## src/rtl/tick_gen_multi_if.sv

```systemverilog
// Control, configuration-write and tick signals for tick_gen_multi.
// The sq output exists only when TICK_GEN_SQ_EN is defined.
interface tick_gen_multi_if #(
    parameter int NUM_CH = 4,
    parameter int CNT_W  = 32
);
    localparam int CH_W = (NUM_CH > 1) ? $clog2(NUM_CH) : 1;

    logic [NUM_CH-1:0] en;
    logic [NUM_CH-1:0] clr;
    logic              cfg_valid;
    logic              cfg_ready;
    logic [CH_W-1:0]   cfg_ch;
    logic [CNT_W-1:0]  cfg_period;
    logic              cfg_oneshot;
    logic              cfg_err;
    logic [NUM_CH-1:0] tick;
    logic [NUM_CH-1:0] busy;
`ifdef TICK_GEN_SQ_EN
    logic [NUM_CH-1:0] sq;
`endif

    modport master (
        output en, clr, cfg_valid, cfg_ch, cfg_period, cfg_oneshot,
        input  cfg_ready, cfg_err, tick, busy
`ifdef TICK_GEN_SQ_EN
        , input sq
`endif
    );

    modport slave (
        input  en, clr, cfg_valid, cfg_ch, cfg_period, cfg_oneshot,
        output cfg_ready, cfg_err, tick, busy
`ifdef TICK_GEN_SQ_EN
        , output sq
`endif
    );
endinterface

```

## src/rtl/tick_gen_multi.sv

```systemverilog
// Multi-channel programmable tick generator, periodic or one-shot per channel.
// Define TICK_GEN_SQ_EN to add a per-channel square-wave output (sq).
module tick_gen_multi #(
    parameter int          NUM_CH     = 4,
    parameter int          CNT_W      = 32,
    parameter int unsigned DEF_PERIOD = 2500000
) (
    input logic             clk,
    input logic             rst,
    tick_gen_multi_if.slave bus
);
    localparam int               CH_W       = (NUM_CH > 1) ? $clog2(NUM_CH) : 1;
    localparam logic [CNT_W-1:0] RST_PERIOD = CNT_W'(DEF_PERIOD);

    typedef enum logic {
        CFG_OPEN,
        CFG_HOLD
    } cfg_state_t;

    cfg_state_t cfg_state;
    cfg_state_t cfg_state_nx;
    logic       cfg_ready;
    logic       accept;
    logic       ch_ok;
    logic       wr_ok;
    logic       cfg_err_q;

    // Ready is gated by rst so it drops during reset and is high on the first cycle after.
    assign cfg_ready     = ~rst & (cfg_state == CFG_OPEN);
    assign accept        = bus.cfg_valid & cfg_ready;
    assign ch_ok         = 32'(bus.cfg_ch) < 32'(NUM_CH);
    assign wr_ok         = accept & ch_ok;
    assign bus.cfg_ready = cfg_ready;
    assign bus.cfg_err   = cfg_err_q;

    always_ff @(posedge clk) begin
        if (rst) begin
            cfg_state <= CFG_OPEN;
            cfg_err_q <= 1'b0;
        end else begin
            cfg_state <= cfg_state_nx;
            cfg_err_q <= accept & ~ch_ok;
        end
    end

    always_comb begin
        cfg_state_nx = cfg_state;
        unique case (cfg_state)
            CFG_OPEN: if (accept) cfg_state_nx = CFG_HOLD;
            CFG_HOLD: cfg_state_nx = CFG_OPEN;
        endcase
    end

    for (genvar g = 0; g < NUM_CH; g++) begin : g_ch
        logic             wr;
        logic             run;
        logic [CNT_W-1:0] cnt_q;
        logic [CNT_W-1:0] cnt_nx;
        logic [CNT_W-1:0] period_q;
        logic [CNT_W-1:0] period_nx;
        logic             oneshot_q;
        logic             oneshot_nx;
        logic             armed_q;
        logic             armed_nx;
        logic             en_q;
        logic             tick_q;
        logic             tick_nx;

        assign wr  = wr_ok & (bus.cfg_ch == CH_W'(g));
        assign run = bus.en[g] & (~oneshot_q | armed_q);

        // Priority: config write, then clear, then normal counting.
        always_comb begin
            cnt_nx     = cnt_q;
            period_nx  = period_q;
            oneshot_nx = oneshot_q;
            armed_nx   = armed_q;
            tick_nx    = 1'b0;
            if (wr) begin
                period_nx  = bus.cfg_period;
                oneshot_nx = bus.cfg_oneshot;
                armed_nx   = bus.cfg_oneshot;
                cnt_nx     = '0;
            end else if (bus.clr[g]) begin
                cnt_nx = '0;
            end else if (run) begin
                if (cnt_q == period_q) begin
                    cnt_nx   = '0;
                    tick_nx  = 1'b1;
                    armed_nx = 1'b0;
                end else begin
                    cnt_nx = cnt_q + CNT_W'(1);
                end
            end
        end

        always_ff @(posedge clk) begin
            if (rst) begin
                cnt_q     <= '0;
                period_q  <= RST_PERIOD;
                oneshot_q <= 1'b0;
                armed_q   <= 1'b0;
                en_q      <= 1'b0;
                tick_q    <= 1'b0;
            end else begin
                cnt_q     <= cnt_nx;
                period_q  <= period_nx;
                oneshot_q <= oneshot_nx;
                armed_q   <= armed_nx;
                en_q      <= bus.en[g];
                tick_q    <= tick_nx;
            end
        end

        assign bus.tick[g] = tick_q;
        assign bus.busy[g] = oneshot_q ? armed_q : en_q;

`ifdef TICK_GEN_SQ_EN
        logic sq_q;

        always_ff @(posedge clk) begin
            if (rst || wr || bus.clr[g]) begin
                sq_q <= 1'b0;
            end else begin
                sq_q <= sq_q ^ tick_nx;
            end
        end

        assign bus.sq[g] = sq_q;
`endif
    end
endmodule

```

## src/flat_wrapper.sv

```systemverilog
// flat-port wrapper written by rule: the top's interface ports become plain ports
module tick_gen_multi_flat 
#(
    parameter int          NUM_CH     = 4,
    parameter int          CNT_W      = 32,
    parameter int unsigned DEF_PERIOD = 2500000
)
  (clk, rst, bus_en, bus_clr, bus_cfg_valid, bus_cfg_ch, bus_cfg_period, bus_cfg_oneshot, bus_cfg_ready, bus_cfg_err, bus_tick, bus_busy);
  tick_gen_multi_if #(.NUM_CH(NUM_CH), .CNT_W(CNT_W)) bus_i ();
  input logic clk;
  input logic rst;
  input wire logic [$bits(bus_i.en)-1:0] bus_en;
  input wire logic [$bits(bus_i.clr)-1:0] bus_clr;
  input wire logic [$bits(bus_i.cfg_valid)-1:0] bus_cfg_valid;
  input wire logic [$bits(bus_i.cfg_ch)-1:0] bus_cfg_ch;
  input wire logic [$bits(bus_i.cfg_period)-1:0] bus_cfg_period;
  input wire logic [$bits(bus_i.cfg_oneshot)-1:0] bus_cfg_oneshot;
  output wire logic [$bits(bus_i.cfg_ready)-1:0] bus_cfg_ready;
  output wire logic [$bits(bus_i.cfg_err)-1:0] bus_cfg_err;
  output wire logic [$bits(bus_i.tick)-1:0] bus_tick;
  output wire logic [$bits(bus_i.busy)-1:0] bus_busy;
  assign bus_i.en = bus_en;
  assign bus_i.clr = bus_clr;
  assign bus_i.cfg_valid = bus_cfg_valid;
  assign bus_i.cfg_ch = bus_cfg_ch;
  assign bus_i.cfg_period = bus_cfg_period;
  assign bus_i.cfg_oneshot = bus_cfg_oneshot;
  assign bus_cfg_ready = bus_i.cfg_ready;
  assign bus_cfg_err = bus_i.cfg_err;
  assign bus_tick = bus_i.tick;
  assign bus_busy = bus_i.busy;
  tick_gen_multi #(.NUM_CH(NUM_CH), .CNT_W(CNT_W), .DEF_PERIOD(DEF_PERIOD)) u_core (.clk(clk), .rst(rst), .bus(bus_i));
endmodule
```

## config.mk

```make
export PLATFORM = sky130hd
export DESIGN_NAME = tick_gen_multi_flat
export DESIGN_NICKNAME = d
export VERILOG_FILES = /design/src/rtl/tick_gen_multi_if.sv /design/src/rtl/tick_gen_multi.sv /design/src/flat_wrapper.sv
export SDC_FILE = /design/constraint.sdc
export NUM_CORES = 1
export LEC_CHECK = 0
export CAP_MARGIN = 15
export CORE_MARGIN = 2
export CORE_UTILIZATION = 45
export DETAILED_ROUTE_END_ITERATION = 16
export DONT_BUFFER_PORTS = 1
export PLACE_DENSITY_LB_ADDON = 0.3
export SYNTH_ARGS = -nofsm -noshare
export SYNTH_HDL_FRONTEND = slang
export SYNTH_SLANG_ARGS = --single-unit
```

## constraint.sdc

```tcl
create_clock -name clk -period 5.04 [get_ports clk]
set_input_delay 0.756 -clock clk [delete_from_list [all_inputs] [get_ports clk]]
set_output_delay 0.756 -clock clk [all_outputs]
set_load 0.005 [all_outputs]
```

Word-level counts from Yosys, hierarchy flattened. Cells that the tools add are included.

Muxes and demuxes: 30. Bitwise operators: 24. Reductions and logical operators: 21. Equality and inequality tests: 11. Add/subtract/negate cells: 4.

Operators with widths (count): $add A32 B1 Y32 const B (4); $eq A32 B32 Y1 (4); $mux W32 (4); $mux W1 (25); $reduce_bool A2 Y1 (8); $reduce_or A4 Y1 (4); $reduce_and A3 Y1 (4); $reduce_or A3 Y1 (4); $and A1 B1 Y1 (10); $not A1 Y1 (10); $ne A2 B1 Y1 const B (4); $eq A2 B2 Y1 const B (2); $or A1 B1 Y1 (4); $eq A2 B1 Y1 const B (1); $logic_not A2 Y1 (1); $pmux W1 S2 (1).

Bits in registers: 273. Output and inout bits: 10. Word-level logic and storage cells: 115. Input port bits: 46.

Logic depth before layout (Yosys ltp). Gate-level depths: netlist (run 1).

Word-level depth: 6. Gate-level depth with buffers: 8. Gate-level depth less buffers: 6.

Least setup slack after synthesis (run 1). OpenSTA, ideal clock, no wires.

Path type: input -> register. From: input bus_en[0]. To: register u_core.g_ch[0].cnt_q[27]. Required time: 4.925 ns. Data arrival time: 2.215 ns. Library setup time: 0.115 ns. Stages: 5. Slack: 2.710 ns. Buffers on the path: 0. Cell sequence: inv_1 -> nor3_1 -> and3_1 -> mux2_2 -> a2111oi_0.

Longest elaborated chain between the ends: 1.

RTL lines: from (decl) (line flat_wrapper.sv:12) `input wire logic [$bits(bus_i.en)-1:0] bus_en;`; $and A1 B1 Y1 (line tick_gen_multi.sv:70) `assign run = bus.en[g] & (~oneshot_q | armed_q);`; to (signal assigned) (line tick_gen_multi.sv:106) `cnt_q <= cnt_nx;`; to (decl) (line tick_gen_multi.sv:57) `logic [CNT_W-1:0] cnt_q;`.

Every way passes these cells. A chain may end at the register's enable or synchronous reset.

Worst setup path after layout (run 1).
From: register u_core.cfg_state. To: register u_core.g_ch[1].cnt_q[12].

Longest elaborated chain between the ends: 5.

RTL lines: from (decl) (line tick_gen_multi.sv:20) `cfg_state_t cfg_state;`; from (signal assigned) (line tick_gen_multi.sv:41) `cfg_state <= cfg_state_nx;`; $not A1 Y1 (line tick_gen_multi.sv:29) `assign cfg_ready = ~rst & (cfg_state == CFG_OPEN);`; $and A1 B1 Y1 (line tick_gen_multi.sv:29); $and A1 B1 Y1 (line tick_gen_multi.sv:30) `assign accept = bus.cfg_valid & cfg_ready;`; $and A1 B1 Y1 (line tick_gen_multi.sv:69) `assign wr = wr_ok & (bus.cfg_ch == CH_W'(g));`; $reduce_or A3 Y1 (no source line); to (signal assigned) (line tick_gen_multi.sv:106); to (decl) (line tick_gen_multi.sv:57).

Every way passes these cells.

==> results of run 1 <==
[power groups by stage]
stage / sequential (mW) / combinational (mW) / clock (mW)
6_report: 2.21 / 0.122 / 2.21
5_1_grt: 2.21 / 0.137 / 2.34
4_1_cts: 2.21 / 0.121 / 2.25
3_5_place_dp: 2.26 / 0.121 / 0
3_3_place_gp: 2.26 / 0.118 / 0
2_1_floorplan: 2.25 / 0.118 / 0
[cell families after synthesis]
family                     synth area share
adders and majority gates           0.00389
AOI/OAI and AO/OA                    0.0483
muxes                                0.0168
other                              0.000292
xor gates and xnor gates              0.162
DFF                                   0.425
and+or+nand+nor                       0.303
buffers and inverters                0.0408
[registers in the layout, summed over array words and instances, names as in the netlist]
name and count:
u_core.g_ch.oneshot_q 4, u_core.g_ch.armed_q 4, u_core.g_ch.tick_q 4, u_core.g_ch.cnt_q 128
u_core.cfg_state 1, u_core.g_ch.period_q 128, u_core.g_ch.en_q 4
[stage by stage]
step / worst slack, ns / hold slack (ns) / std cells / util
after floorplan: 2.71 / 0.436 / 1553 / -
after global placement: 1.83 / 0.449 / 1840 / 0.465
after detailed placement: 1.80 / 0.455 / 1840 / 0.465
after CTS: 2.25 / 0.274 / 1893 / 0.500
after global routing: 2.19 / 0.284 / 1894 / 0.501
final: 2.33 / 0.298 / 1894 / 0.501
[worst min path at each step]
stage	endpoint
detailed placement	u_core.g_ch[2].period_q[19]
CTS	u_core.g_ch[2].period_q[25]
global route	u_core.g_ch[2].period_q[23]
global placement	u_core.g_ch[1].period_q[20]
finish	u_core.g_ch[2].period_q[25]
floorplan	u_core.cfg_state
[metal layers]
metal | vias to the layer above | wire length [um]
met3 | 58 | 2480
met5 | - | 0
met1 | 4918 | 15600
li1 | 5168 | -
met4 | 0 | 777
met2 | 280 | 15200
[synthesized netlist by cell type, drive strengths merged, types with 5 or more instances]
library cell | number | share of area
nand2 | 326 | 0.095
dfxtp | 273 | 0.43
nor3 | 157 | 0.062
xor2 | 120 | 0.082
xnor2 | 117 | 0.080
a21oi | 102 | 0.040
clkbuf | 74 | 0.022
nand4 | 53 | 0.026
nand3 | 48 | 0.019
nor4 | 48 | 0.025
nor2 | 42 | 0.012
nand3b | 33 | 0.019
buf | 31 | 0.014
inv | 17 | 0.0050
and3 | 16 | 0.0078
mux2i | 16 | 0.012
and4 | 14 | 0.0095
nor2b | 8 | 0.0045
or3 | 7 | 0.0034
and2 | 6 | 0.0029
mux2 | 5 | 0.0044
nand2b | 5 | 0.0030
o21ai | 5 | 0.0019
[final cells by class]
cell class / count / area share
Multi-Input combinational cell: 1158 / 0.491
Tap cell: 378 / 0.0338
Timing Repair Buffer: 15 / 0.00859
Clock inverter: 8 / 0.00823
Sequential cell: 273 / 0.391
Clock buffer: 45 / 0.0626
Inverter: 17 / 0.00456
==> impl_metrics.csv, run 1 <==
group,metric,value,unit
routing,drtIter0Drc,912,
timing,tightest_slew,1.18,ns
worst_setup_path,cpMostUsedCell,"buf_4",
placed_design,dpl-instance-area,0.0130,mm^2
cts,cts-resized-gates,0,
worst_setup_path,cp-start-kind,"flop",
worst_setup_path,r2r_cells,7,
timing,period_share,0.538,
global_routing,grt.total_usage,0.221,
timing,skew,0.0125,ns
power_and_ir_drop,peakVddDrop,235,uV
final_layout,multiInputGateArea,0.00687,mm^2
timing,slew_headroom,0.213,
power_and_ir_drop,pwr-share-clk,0.487,
global_routing,grt_antenna_before_repair,0,
routing,routed_wl,34000,um
final_layout,fin_area,0.0140,mm^2
global_routing,use_met2,0.346,
worst_setup_path,r2r-start,"u_core.cfg_state",
die,num_rows,61,
die,initial_utilization,0.460,
die,core-area,0.0279,mm^2
worst_setup_path,cp.depth,7,
synth,syn_area,0.0129,mm^2
worst_setup_path,crit_family,"simple AND/OR/NAND/NOR gates",
timing,finalSetupTns,0,ns
power_and_ir_drop,netSwitchingPower,967,uW
global_routing,use_met3,0.0418,
cts,cts_sinks,273,
synth,synth_flop_cell,"dfxtp_1",
final_layout,layout.nets,1544,
die,io_pins,56,
timing,hold_viol,0,
die,die_w,173,um
cts,clock-root-buffer,"clkbuf_16",
timing,rsz0062_at_grt,"false",
cts,cts_made_buffers,29,
global_routing,grt-busiest-layer,"met2",
routing,wl_per_cell,18.0,um
die,dieArea,0.0299,mm^2
final_layout,layout_common_cells,"nand2_1, dfxtp_1, nor3_1",
power_and_ir_drop,p_leak,4.82,nW
min_path,hold_class,"input pin to flop",
synth,synth-edff-count,0,
synth,ys_seq_area_frac,0.425,
worst_setup_path,crit_required,5.46,ns
synth,syn_inst,1553,
placed_design,gp_congestion,0.843,
worst_setup_path,crit_path_top_delay_cell,"or3_1",
power_and_ir_drop,p_int,3.58,mW
power_and_ir_drop,pwr_density_cell,325,mW/mm^2
job,maxCapViolCount,0,
routing,via_count,10400,
routing,drc,0,
power_and_ir_drop,p_total,4.54,mW
final_layout,layout_commonest_cell,"nand2_1",
routing,viasPerCell,5.50,
synth,synth-seq-cells,273,
cts,cts_hold_buf,0,
placed_design,hpwl,23300,um
cts,postCtsSetupBuffers,0,
global_routing,use_met1,0.312,
cts,clk_latency,0.55,ns
worst_setup_path,path_class,"flop to flop",
final_layout,layout-drive-gt1-share,0.0528,
worst_setup_path,reg2reg_slack,2.33,ns
synth,ys_warn_count,0,
worst_setup_path,crit_chain,"nor3b_2 -> nor2b_1 -> and2_1 -> buf_4 -> or3_1 -> buf_4 -> nor3_1",
global_routing,grt_overflow,0,
global_routing,grt_pass1_vias,9672,
min_path,min_path_cells,1,
power_and_ir_drop,sequentialPowerShare,0.486,
synth,async_flop_share,0,
synth,synth.distinct_cells,53,
synth,syn_nets,1603,
global_routing,grt_start_max_net_pins,148,
worst_setup_path,critPathLaunch,"u_core.cfg_state",
global_routing,grt_pass1_wl,54000,um
worst_setup_path,crit_buf_inv,2,
routing,drtAntennaViolNets,0,
routing,dr.pass1.iters,6,
cts,clk_pin_slew,0.06,ns
final_layout,fill_cells,2664,
synth,syn_avg_cell_area,8.28,um^2
timing,finalCriticalPeriod,2.71,ns
cts,cts_tree,"built",
power_and_ir_drop,p_sw_frac,0.213,
worst_setup_path,end_kind,"flop",
min_path,min_from,"rst",
cts,htree_levels,1,
worst_setup_path,cp.arrival,3.13,ns
status,status,"completed",
worst_setup_path,crit_fanout,35,
placed_design,port_buffers,0,
final_layout,antennaDiodeCount,0,
timing,max_freq,369,MHz
power_and_ir_drop,share_comb_of_total_power,0.027,
cts,clockBufferDepth,3,
worst_setup_path,max_stage_delay,0.72,ns
timing,finalMaxSlewViolations,0,
worst_setup_path,rr_endpoint,"u_core.g_ch[1].cnt_q[12]",
worst_setup_path,crit_end,"u_core.g_ch[1].cnt_q[12]",
final_layout,ff_latch_area,0.00547,mm^2
timing,setup-violations-final,0,
final_layout,syn_to_final_growth,8.81,%
die,die_h,173,um
Note: power is estimated with default switching activity, not from simulation.
==> inputs of run 2 (changes only) <==
==> constraint.sdc (replaced) <==
create_clock -name clk -period 2.7 [get_ports clk]
set_input_delay 0.405 -clock clk [delete_from_list [all_inputs] [get_ports clk]]
set_output_delay 0.405 -clock clk [all_outputs]
set_load 0.005 [all_outputs]
==> impl_metrics.csv, run 2 (synthesized netlist as in run 1, its figures left out) <==
group,metric,value,unit
timing,max_freq,413,MHz
timing,rsz0062_at_grt,"false",
timing,finalSetupTns,0,ns
power_and_ir_drop,sequentialPowerShare,0.439,
die,io_pins,56,
timing,slew_headroom,0.482,
global_routing,grt_antenna_before_repair,5,
routing,drtAntennaViolNets,0,
die,die_h,173,um
worst_setup_path,crit_family,"buffers and inverters",
global_routing,grt.total_usage,0.235,
placed_design,hpwl,24100,um
global_routing,grt_overflow,0,
worst_setup_path,crit_required,3.15,ns
worst_setup_path,end_kind,"flop",
status,status,"completed",
die,die_w,173,um
worst_setup_path,crit_fanout,22,
cts,htree_levels,1,
power_and_ir_drop,pwr_density_cell,641,mW/mm^2
die,dieArea,0.0299,mm^2
final_layout,layout-drive-gt1-share,0.0637,
timing,tightest_slew,0.771,ns
power_and_ir_drop,share_comb_of_total_power,0.041,
power_and_ir_drop,p_leak,5.15,nW
power_and_ir_drop,p_sw_frac,0.214,
timing,setup-violations-final,0,
final_layout,syn_to_final_growth,14.3,%
die,core-area,0.0279,mm^2
global_routing,grt_start_max_net_pins,139,
min_path,hold_class,"input pin to flop",
timing,skew,0.0123,ns
power_and_ir_drop,netSwitchingPower,2.01,mW
cts,cts_made_buffers,29,
final_layout,layout_common_cells,"nand2_1, dfxtp_1, nor3_1",
power_and_ir_drop,peakVddDrop,482,uV
routing,routed_wl,36200,um
cts,clk_latency,0.56,ns
routing,viasPerCell,5.57,
power_and_ir_drop,p_int,7.40,mW
cts,cts_tree,"built",
timing,hold_viol,0,
worst_setup_path,crit_chain,"nor3b_2 -> buf_4 -> nand3b_1 -> buf_4 -> nand2_1 -> a21oi_1 -> dlygate4sd3_1",
placed_design,gp_congestion,0.843,
final_layout,stdcell_count,1949,
global_routing,grt_pass1_wl,56900,um
worst_setup_path,crit_buf_inv,3,
placed_design,port_buffers,0,
routing,drc,0,
die,initial_utilization,0.460,
worst_setup_path,cp.arrival,2.87,ns
routing,wl_per_cell,18.6,um
final_layout,layout.nets,1597,
job,maxCapViolCount,0,
worst_setup_path,path_class,"flop to flop",
worst_setup_path,cp-start-kind,"flop",
worst_setup_path,crit_path_top_delay_cell,"dlygate4sd3_1",
timing,finalCriticalPeriod,2.42,ns
final_layout,layout_commonest_cell,"nand2_1",
routing,dr.pass1.iters,5,
cts,cts_sinks,273,
final_layout,reg_top3,"u_core.g_ch.cnt_q x128, u_core.g_ch.period_q x128",
routing,drtIter0Drc,927,
cts,postCtsSetupBuffers,0,
cts,clock-root-buffer,"clkbuf_16",
routing,via_count,10900,
power_and_ir_drop,pwr-share-clk,0.520,
timing,finalMaxSlewViolations,0,
worst_setup_path,max_stage_delay,0.57,ns
worst_setup_path,cpMostUsedCell,"buf_4",
timing,period_share,0.896,
global_routing,grt_pass1_vias,10100,
cts,cts-resized-gates,0,
die,num_rows,61,
placed_design,dp_cells,1854,
cts,clockBufferDepth,3,
cts,clk_pin_slew,0.06,ns
## run 2: final timing paths
| kind | from | endpoint | slack (ns) | cells after the start |
|---|---|---|---|---|
| min | bus_cfg_period[13] | u_core.g_ch[0].period_q[13] | 0.02 | 2 |
| max | u_core.cfg_state | u_core.g_ch[2].period_q[25] | 0.28 | 7 |
| max reg2reg | u_core.cfg_state | u_core.g_ch[2].period_q[25] | 0.28 | 7 |
| min reg2reg | u_core.g_ch[3].period_q[6] | u_core.g_ch[3].period_q[6] | 0.47 | 2 |
## run 2: final cells by class
type / instances / area (um^2)
diodes: 2 / 5.00
clock buffers: 36 / 812
clock inverters: 17 / 370
fillers: 2628 / 13200
inverters: 17 / 63.8
multi-input cells: 1158 / 6870
flip-flops and latches: 273 / 5470
well taps: 378 / 473
repair buffers: 68 / 628
## run 2: layer usage
metal | GRT usage | vias up | routed length (um)
li1 | - | 5295 | -
met1 | 0.326 | 5220 | 16700
met2 | 0.374 | 271 | 16200
met3 | 0.0378 | 75 | 2010
met4 | 0.0777 | 2 | 1260
met5 | 0 | - | 13
## run 2: through the flow
stage	worst slack (ns)	hold slack (ns)	instance area (um^2)	power, mW	utilization
floorplan	0.721	0.436	12900	4.42	-
global placement	0.539	0.448	13100	4.45	0.468
detailed placement	0.521	0.455	13100	4.45	0.468
CTS	0.286	0.000415	14700	9.46	0.526
global route	0.147	0.0269	14700	9.64	0.526
finish	0.279	0.0232	14700	9.41	0.526
## run 2: what timing repair did
item,CTS,global route
hold endpoints to repair,138,0
hold buffers,40,0
setup endpoints to repair,0,0
## run 2: power groups by stage
stage          Sequential (mW)  Clock, mW  Combinational [mW]
3_5_place_dp              4.22          0               0.238
2_1_floorplan             4.20          0               0.220
4_1_cts                   4.13       4.95               0.379
3_3_place_gp              4.21          0               0.233
6_report                  4.13       4.90               0.384
5_1_grt                   4.13       5.10               0.413
==> inputs of run 3 (changes only) <==
--- a/config.mk
+++ b/config.mk
@@ -6,6 +6,7 @@
 export NUM_CORES = 1
 export LEC_CHECK = 0
 export CAP_MARGIN = 15
+export CORE_ASPECT_RATIO = 0.75
 export CORE_MARGIN = 2
 export CORE_UTILIZATION = 45
 export DETAILED_ROUTE_END_ITERATION = 16
==> impl_metrics.csv, run 3 (synthesized netlist as in run 1, its figures left out) <==
group,metric,value,unit
cts,htree_levels,1,
die,die_h,150,um
timing,rsz0062_at_grt,"false",
placed_design,hpwl,24500,um
power_and_ir_drop,sequentialPowerShare,0.488,
final_layout,final_core_util,0.515,
final_layout,reg_top3,"u_core.g_ch.cnt_q x128, u_core.g_ch.period_q x128",
cts,clockBufferDepth,3,
power_and_ir_drop,p_int,6.52,mW
cts,postCtsSetupBuffers,0,
power_and_ir_drop,peakVddDrop,479,uV
worst_setup_path,cp.arrival,2.65,ns
die,die_w,199,um
worst_setup_path,end_kind,"flop",
cts,cts_hold_buf,40,
final_layout,layout_commonest_cell,"nand2_1",
power_and_ir_drop,pwr_density_cell,585,mW/mm^2
worst_setup_path,crit_required,3.12,ns
cts,cts_sinks,273,
routing,via_count,10800,
worst_setup_path,crit_buf_inv,1,
timing,finalSetupTns,0,ns
global_routing,grt_start_max_net_pins,140,
timing,finalMaxSlewViolations,0,
cts,cts-resized-gates,0,
timing,slew_headroom,0.541,
worst_setup_path,crit_chain,"nand2b_1 -> nand2_2 -> or4_4 -> nor4b_4 -> buf_4 -> nor3_1",
die,num_rows,53,
routing,wl_per_cell,18.4,um
routing,drc,0,
global_routing,grt.total_usage,0.244,
final_layout,layout-drive-gt1-share,0.0576,
routing,viasPerCell,5.54,
final_layout,syn_to_final_growth,12.4,%
power_and_ir_drop,pwr-share-clk,0.466,
routing,dr.pass1.iters,8,
routing,routed_wl,36000,um
cts,clk_pin_slew,0.07,ns
timing,skew,0.00978,ns
power_and_ir_drop,p_leak,5.02,nW
status,status,"completed",
timing,max_freq,448,MHz
worst_setup_path,cp-start-kind,"flop",
die,dieArea,0.0299,mm^2
timing,hold_slack,0.0268,ns
timing,finalCriticalPeriod,2.23,ns
routing,drtAntennaViolNets,0,
final_layout,layout_common_cells,"nand2_1, dfxtp_1, nor3_1",
final_layout,fill_cells,2633,
global_routing,grt_antenna_before_repair,6,
worst_setup_path,path_class,"flop to flop",
final_layout,layout.nets,1594,
power_and_ir_drop,netSwitchingPower,1.93,mW
placed_design,port_buffers,0,
timing,setup-violations-final,0,
final_layout,ff_latch_area,0.00547,mm^2
final_layout,multiInputGateArea,0.00687,mm^2
cts,cts_made_buffers,27,
worst_setup_path,crit_path_top_delay_cell,"or4_4",
worst_setup_path,max_stage_delay,0.57,ns
power_and_ir_drop,share_comb_of_total_power,0.046,
timing,hold_viol,0,
worst_setup_path,crit_family,"simple AND/OR/NAND/NOR gates",
placed_design,dpl-instance-area,0.0131,mm^2
die,io_pins,56,
worst_setup_path,crit_fanout,33,
cts,cts_tree,"built",
final_layout,fin_area,0.0145,mm^2
timing,period_share,0.827,
min_path,hold_class,"input pin to flop",
timing,tightest_slew,0.683,ns
global_routing,grt_overflow,0,
job,maxCapViolCount,0,
die,initial_utilization,0.458,
routing,drtIter0Drc,1069,
cts,clk_latency,0.55,ns
global_routing,grt_pass1_vias,10100,
cts,clock-root-buffer,"clkbuf_16",
power_and_ir_drop,p_sw_frac,0.228,
global_routing,grt_pass1_wl,56800,um
die,core-area,0.0281,mm^2
placed_design,gp_congestion,0.835,
==> run 3: cell count changes in the layout (fill, tap and decap cells not counted) <==
cell	before	now
clkbuf_16	29	27
bufinv_16	11	2
clkbuf_1	1	5
buf_12	0	1
buf_4	28	26
diode_2	2	7
clkinv_2	3	2
clkbuf_8	6	10
clkinv_4	1	0
==> run 3: worst paths after layout <==
check             slack (ns)                        from                          to  cells after the start
hold / removal          0.03           bus_cfg_period[1]  u_core.g_ch[3].period_q[1]                      2
hold reg to reg         0.47  u_core.g_ch[1].period_q[4]  u_core.g_ch[1].period_q[4]                      2
setup reg to reg        0.47      u_core.g_ch[1].armed_q    u_core.g_ch[1].cnt_q[17]                      6
setup / recovery        0.47      u_core.g_ch[1].armed_q    u_core.g_ch[1].cnt_q[17]                      6
==> run 3: layout make-up <==
class,count,share of cell area
well taps,385,0.0333
clock inverters,6,0.00597
clock buffers,42,0.0576
inverters,17,0.00442
diodes,7,0.00121
multi-input cells,1158,0.475
flip-flops and latches,273,0.378
repair buffers,67,0.0438
==> run 3: metrics by stage <==
stage,setup WS (ns),cells,power [mW]
detailed placement,0.481,1860,4.45
CTS,0.477,1948,8.51
global placement,0.541,1860,4.45
global route,0.344,1948,8.69
floorplan,0.721,1553,4.42
finish,0.468,1955,8.45
==> run 3: layer usage <==
layer | share of wire | wire length, um | track usage
met1 | 0.47 | 17000 | 0.359
met5 | 0.00069 | 25 | 0
met4 | 0.020 | 711 | 0.0496
met3 | 0.080 | 2900 | 0.0464
met2 | 0.43 | 15400 | 0.371
==> run 3: power by group through the flow <==
stage / logic (mW) / registers (mW) / clock network [mW]
after detailed placement: 0.238 / 4.21 / 0
after CTS: 0.382 / 4.12 / 4.00
after floorplan: 0.220 / 4.20 / 0
after global placement: 0.233 / 4.21 / 0
after global routing: 0.419 / 4.13 / 4.14
final: 0.387 / 4.12 / 3.94
